File: src/rtl/reg_scoreboard.sv
// Register scoreboard: per-register pending-write counters with
// hazard detection, issue accept/stall and sticky error flags.
module reg_scoreboard #(
  parameter int CNT_W       = 2,
  parameter int STALL_LIMIT = 15
) (
  input  logic        clk,
  input  logic        reset,
  input  logic        issue_valid,
  input  logic [4:0]  issue_rs,
  input  logic [4:0]  issue_rt,
  input  logic        issue_uses_rt,
  input  logic        issue_wr,
  input  logic [4:0]  issue_rd,
  input  logic        reg_wr,
  input  logic [4:0]  reg_wr_addr,
  output logic        issue_accept,
  output logic        stall_flag,
  output logic [31:0] busy_vec,
  output logic        stall_timeout,
  output logic        wb_underflow
);

  localparam int SW = $clog2(STALL_LIMIT + 1);
  localparam logic [CNT_W-1:0] CMAX = '1;
  localparam logic [SW-1:0] SLIM = SW'(STALL_LIMIT);

  typedef enum logic {RUN, STALL} state_t;

  logic [CNT_W-1:0] cnt_q [32];
  state_t           state_q, state_d;
  logic [SW-1:0]    scnt_q, scnt_d;

  logic [CNT_W-1:0] rs_c, rt_c, rd_c, wb_c;
  logic             haz_rs, haz_rt, rd_full;
  logic             inc, dec, uflow;

  // Entry 0 is reset to zero and never written, so reads of r0 see 0.
  assign rs_c = cnt_q[issue_rs];
  assign rt_c = cnt_q[issue_rt];
  assign rd_c = cnt_q[issue_rd];
  assign wb_c = cnt_q[reg_wr_addr];

  // A last pending write retiring this cycle lands before the read.
  assign haz_rs = (rs_c != '0) &&
    !((rs_c == CNT_W'(1)) && reg_wr && (reg_wr_addr == issue_rs));
  assign haz_rt = issue_uses_rt && (rt_c != '0) &&
    !((rt_c == CNT_W'(1)) && reg_wr && (reg_wr_addr == issue_rt));
  assign rd_full = issue_wr && (issue_rd != '0) && (rd_c == CMAX) &&
    !(reg_wr && (reg_wr_addr == issue_rd));

  assign issue_accept = issue_valid && !haz_rs && !haz_rt && !rd_full;
  assign stall_flag   = issue_valid && !issue_accept;

  assign inc   = issue_accept && issue_wr && (issue_rd != '0);
  assign dec   = reg_wr && (reg_wr_addr != '0) && (wb_c != '0);
  assign uflow = reg_wr && (reg_wr_addr != '0) && (wb_c == '0);

  always_ff @(posedge clk or negedge reset) begin
    if (!reset) begin
      for (int i = 0; i < 32; i++) cnt_q[i] <= '0;
    end else begin
      for (int i = 1; i < 32; i++) begin
        case ({inc && (issue_rd == 5'(i)),
               dec && (reg_wr_addr == 5'(i))})
          2'b10:   cnt_q[i] <= cnt_q[i] + CNT_W'(1);
          2'b01:   cnt_q[i] <= cnt_q[i] - CNT_W'(1);
          default: cnt_q[i] <= cnt_q[i];
        endcase
      end
    end
  end

  always_comb begin
    busy_vec = '0;
    for (int i = 1; i < 32; i++) busy_vec[i] = (cnt_q[i] != '0);
  end

  always_comb begin
    state_d = state_q;
    scnt_d  = scnt_q;
    unique case (state_q)
      RUN: begin
        if (stall_flag) begin
          state_d = STALL;
          scnt_d  = SW'(1);
        end
      end
      STALL: begin
        if (!stall_flag) begin
          state_d = RUN;
          scnt_d  = '0;
        end else if (scnt_q != SLIM) begin
          scnt_d = scnt_q + SW'(1);
        end
      end
    endcase
  end

  always_ff @(posedge clk or negedge reset) begin
    if (!reset) begin
      state_q       <= RUN;
      scnt_q        <= '0;
      stall_timeout <= 1'b0;
      wb_underflow  <= 1'b0;
    end else begin
      state_q <= state_d;
      scnt_q  <= scnt_d;
      if (stall_flag && (scnt_d == SLIM)) stall_timeout <= 1'b1;
      if (uflow) wb_underflow <= 1'b1;
    end
  end

endmodule

File: config.mk
export PLATFORM = sky130hd
export DESIGN_NAME = reg_scoreboard
export DESIGN_NICKNAME = d
export VERILOG_FILES = /design/src/rtl/reg_scoreboard.sv
export SDC_FILE = /design/constraint.sdc
export NUM_CORES = 1
export LEC_CHECK = 0
export ABC_AREA = 0
export BUFFER_PORTS_ARGS = -buffer_cell sky130_fd_sc_hd__clkbuf_2
export CORE_MARGIN = 2
export CORE_UTILIZATION = 43
export DETAILED_ROUTE_END_ITERATION = 6
export GPL_ROUTABILITY_DRIVEN = 0
export GPL_TIMING_DRIVEN = 0
export MAX_ROUTING_LAYER = met4
export PLACE_DENSITY = 0.64
export SLEW_MARGIN = 20
export SYNTH_ARGS = -nofsm -noshare
export SYNTH_HDL_FRONTEND = slang
export SYNTH_SLANG_ARGS = --single-unit
File: constraint.sdc
create_clock -name clk -period 4.2 [get_ports clk]
set_clock_uncertainty 0.15 [all_clocks]
set_input_delay 0.42 -clock clk [delete_from_list [all_inputs] [get_ports clk]]
set_output_delay 0.42 -clock clk [all_outputs]
set_load 0.05 [all_outputs]
==> summary by stage <==
Synthesis
The cell area after synthesis is 6030 µm². By area, the combinational part of the netlist is dominated by simple AND/OR/NAND/NOR gates. The flop and latch count out of synthesis is 69. The synthesized netlist devotes 7.49% of its cell area to compound gates. The count of distinct cell types in the synthesized netlist is 59.

The number of nets produced by synthesis is 678. The count of flip-flops with a built-in enable after synthesis is 0. The prevailing post-synth register cell is dfrtp_1. By area the synthesized netlist is led by dfrtp_1 29%, mux4_2 12%, xnor2_1 11%, ha_1 6.6%, xor2_1 5.2%.

The proportion of netlist area held by the largest area contributor is 28.6%. Summed over all instances, the cell type with the most area after synthesis is dfrtp_1. The proportion of register bits with asynchronous set or reset after synthesis is 100%. In the post-synthesis netlist, the cell with the most instances is nor2_1.

Dividing the synthesized area by the synthesized cell count gives 9.73 µm². For this run, the number of Yosys warnings is 2. In the synthesized netlist, mux cells make up 18.4% of the area. The simple-gate share of the synthesized area is 19.6%. The cell count after synthesis is 620.

Summing the areas of all fa, ha and maj instances in the mapped netlist gives 6.64% of the synthesized area. After synthesis, the most frequently instantiated cells are 77 x nor2_1, 73 x xnor2_1, 69 x dfrtp_1. The fraction of synthesized cell area in xor and xnor cells is 15.8%. The share of the Yosys chip area taken by registers is 28.6%.

STA
After layout, the minimum clock period comes to 3.91 ns. For the pin with the worst max-slew slack, the measured transition is 0.785 ns. The final count of hold timing violations is 0. The fmax is 256 MHz. The final-report max-slew violation count is 0.

Setup repair after global routing left no endpoint under its margin. The worst pin sits at a relative slew slack of 47.7%. The setup TNS after final layout is 0 ns. The final count of negative-setup-slack endpoints is 0. The final-layout worst hold slack is 0.274 ns. The final critical-path share of the clock period is 93.2%.

Setup path
The element type at the critical path start is an input pin. The kind of capture point of the worst setup path is an output port. The biggest fanout along the worst timing path is 11.

At the worst endpoint, the required time is 3.63 ns. The type of the worst setup path is input pin to output port. The number of cell instances on the worst register-to-register path is 12. The data arrival time of the critical path is 3.34 ns.

Global routing
Entering global routing, the biggest net connects 36 pins. In the global route stage, overall resource usage came out at 26.8%. The met1 layer usage reported by global route is 35.5%. The most crowded layer after global routing is met2. The initial antenna violation count came to 0. The aggregate global routing overflow is 0.

For met2 alone, demand over resource in global routing was 40.6%. The global-route wire length before repair is 29100 µm. The via count of the first global-routing pass is 5077. The met3 track demand over resource is 4.51%.

Clocking
The CTS tree is yes. The clock tree root driver cell is clkbuf_16. The number of gates resized after cts is 0. After clock tree synthesis, the clock-pin slew on the worst setup and hold paths is 0.05 ns. The number of sinks handled by clock tree synthesis is 69.

The number of H-tree levels is 3. In this run the post-CTS setup repair buffer count came out at 0. Clock tree synthesis inserted a total of 9 buffers. Clock latency on the worst-skew pair, taken at its later pin, is 0.35 ns. No sink is reached through more buffers than the 2 on the longest clock path.

Run status
The run finished with clean final reports.

Flow run
Across the run, the number of max-cap violations was 0.

Worst hold path
The class of the tightest hold or removal check is input pin to flip-flop. The worst hold path cell count is 2.

Place
In this run the tool buffered the top-level ports with 50 buffer cells. After legalization and detailed placement, the total HPWL measured 14200 µm. After detailed placement, the design holds a cell count of 851.

Power and ir drop
Registers are responsible for 32.7% of the overall power. The power share of the combinational group is 46.7%. The clock group share of total power is 20.6%.

Dividing total power by cell area gives a power density of 495 nW/µm². The total power is 3.36 mW. The analysis attributes to cell leakage a power of 3.02 nW. The switching component of the power is 1.54 mW. The internal power is 1.83 mW. Across the VDD grid, the largest voltage drop is 0.000230 V. The switching share of total power is 45.6%.

Detailed routing
The DRC violation count after routing is 0. The pre-antenna-repair detailed-routing pass consisted of 5 iterations. The count of nets left with antenna violations once routing finished came out at 0. The total routed wirelength is 18400 µm. The average wire length per cell after detail routing is 21.2 µm. In this run, the number of DRC markers left after iteration 0 of detailed routing was 603. The via total after detailed routing is 5226.

After detailed routing, the number of vias per cell comes to 6.03.

Layout
The number of antenna diodes is 0. The final core utilization is 49.4%. For this run, the post-layout net count is 741. The layout has 1324 filler cells. Excluding fillers, the count of instances in the completed layout stands at 867. From synthesis to final layout, the design area changed by 12.7%. Cells with a size suffix above 1 make up 23.7% of the layout.

Floorplanning
The core footprint is 13800 µm². The full die area is 15000 µm². The floorplan die height is 122 µm. The site row count is 43. For this design the top-level I/O count stands at 62. The die is 122 µm wide.

The effective utilization at floorplan is 43.8%.
## final cells by class
class | count | area, µm² | share of cell area (%)
repair buffers | 52 | 283 | 4.16
clock buffers | 13 | 250 | 3.68
clock inverters | 2 | 10.0 | 0.147
flip-flops and latches | 69 | 1730 | 25.4
well taps | 180 | 225 | 3.31
plain buffers | 35 | 161 | 2.37
inverters | 11 | 41.3 | 0.607
multi-input cells | 505 | 4100 | 60.3
## final timing paths
check	from	slack, ns	to
min in group asynchronous	reset	0.45	cnt_q[38]
max in group asynchronous	reset	2.90	cnt_q[50]
min reg2reg	wb_underflow	0.31	wb_underflow
min	reg_wr	0.27	wb_underflow
max	issue_rd[1]	0.29	stall_flag
max reg2reg	cnt_q[26]	0.29	cnt_q[57]
## worst max-delay path: stages
cell and delay, ns:
clkbuf_1 0.36, buf_2 0.34, clkbuf_1 0.43, nand3_1 0.12, o21ai_0 0.14, a21oi_1 0.12, o41ai_1 0.35, a211oi_2 0.13
a21boi_1 0.33, buf_2 0.30, clkbuf_2 0.31
## metrics by stage
step | instance area (µm²) | worst slack (ns)
final | 6800 | 0.287
after global routing | 6800 | 0.103
after CTS | 6800 | 0.389
after detailed placement | 6530 | 0.149
after global placement | 6510 | 0.160
after floorplan | 6030 | 0.701
## what timing repair did
| action | 4_1_cts | 5_1_grt |
|---|---|---|
| hold endpoints to repair | 34 | 0 |
| setup endpoints to repair | 0 | 0 |
| hold buffers | 1 | 0 |
## power groups by stage
stage	Clock [mW]	Combinational [mW]	Sequential, mW
finish	0.691	1.57	1.10
global route	0.728	1.66	1.12
CTS	0.702	1.56	1.09
detailed placement	0	1.56	1.10
global placement	0	1.53	1.09
floorplan	0	1.24	1.00
## flip-flops by register name, indices dropped and copies added, names as in the netlist
name / flops
cnt_q: 62
scnt_q: 4
stall_timeout: 1
state_q: 1
wb_underflow: 1
## routing by layer
metal | share of wire [%] | vias up
met2 | 46 | 310
met1 | 41 | 2547
met3 | 8.9 | 61
met4 | 3.7 | 0
met5 | 0 | -
li1 | - | 2308
## cells by family (layout without fill, tap and decap cells)
family / after synthesis / in the layout
XOR/XNOR: 109 / 109
buffers and inverters: 46 / 113
AND/OR/NAND/NOR: 233 / 233
flip-flops: 69 / 69
AO/OA/AOI/OAI: 61 / 61
multiplexers: 69 / 69
other: 1 / 1
adder cells (fa/ha/maj): 32 / 32
## cells in the final DEF, fill, tap and decap left out, types with 4 or more instances in the layout
master,instances
mux2_2,14
buf_2,15
nand2_1,50
clkbuf_1,17
nor2_1,77
mux2i_1,23
ha_1,32
buf_1,4
nor2b_1,11
o21ai_0,8
nand2b_1,8
and2_1,4
a211oi_1,6
mux4_2,32
a22oi_1,8
clkbuf_2,49
nand3b_1,4
inv_1,11
clkbuf_16,9
dfrtp_1,69
nor3_1,5
or2_2,29
xor2_1,36
xnor2_1,73
a21oi_1,10
nand3_1,18
No activity file was read; power rests on OpenSTA's default activity.
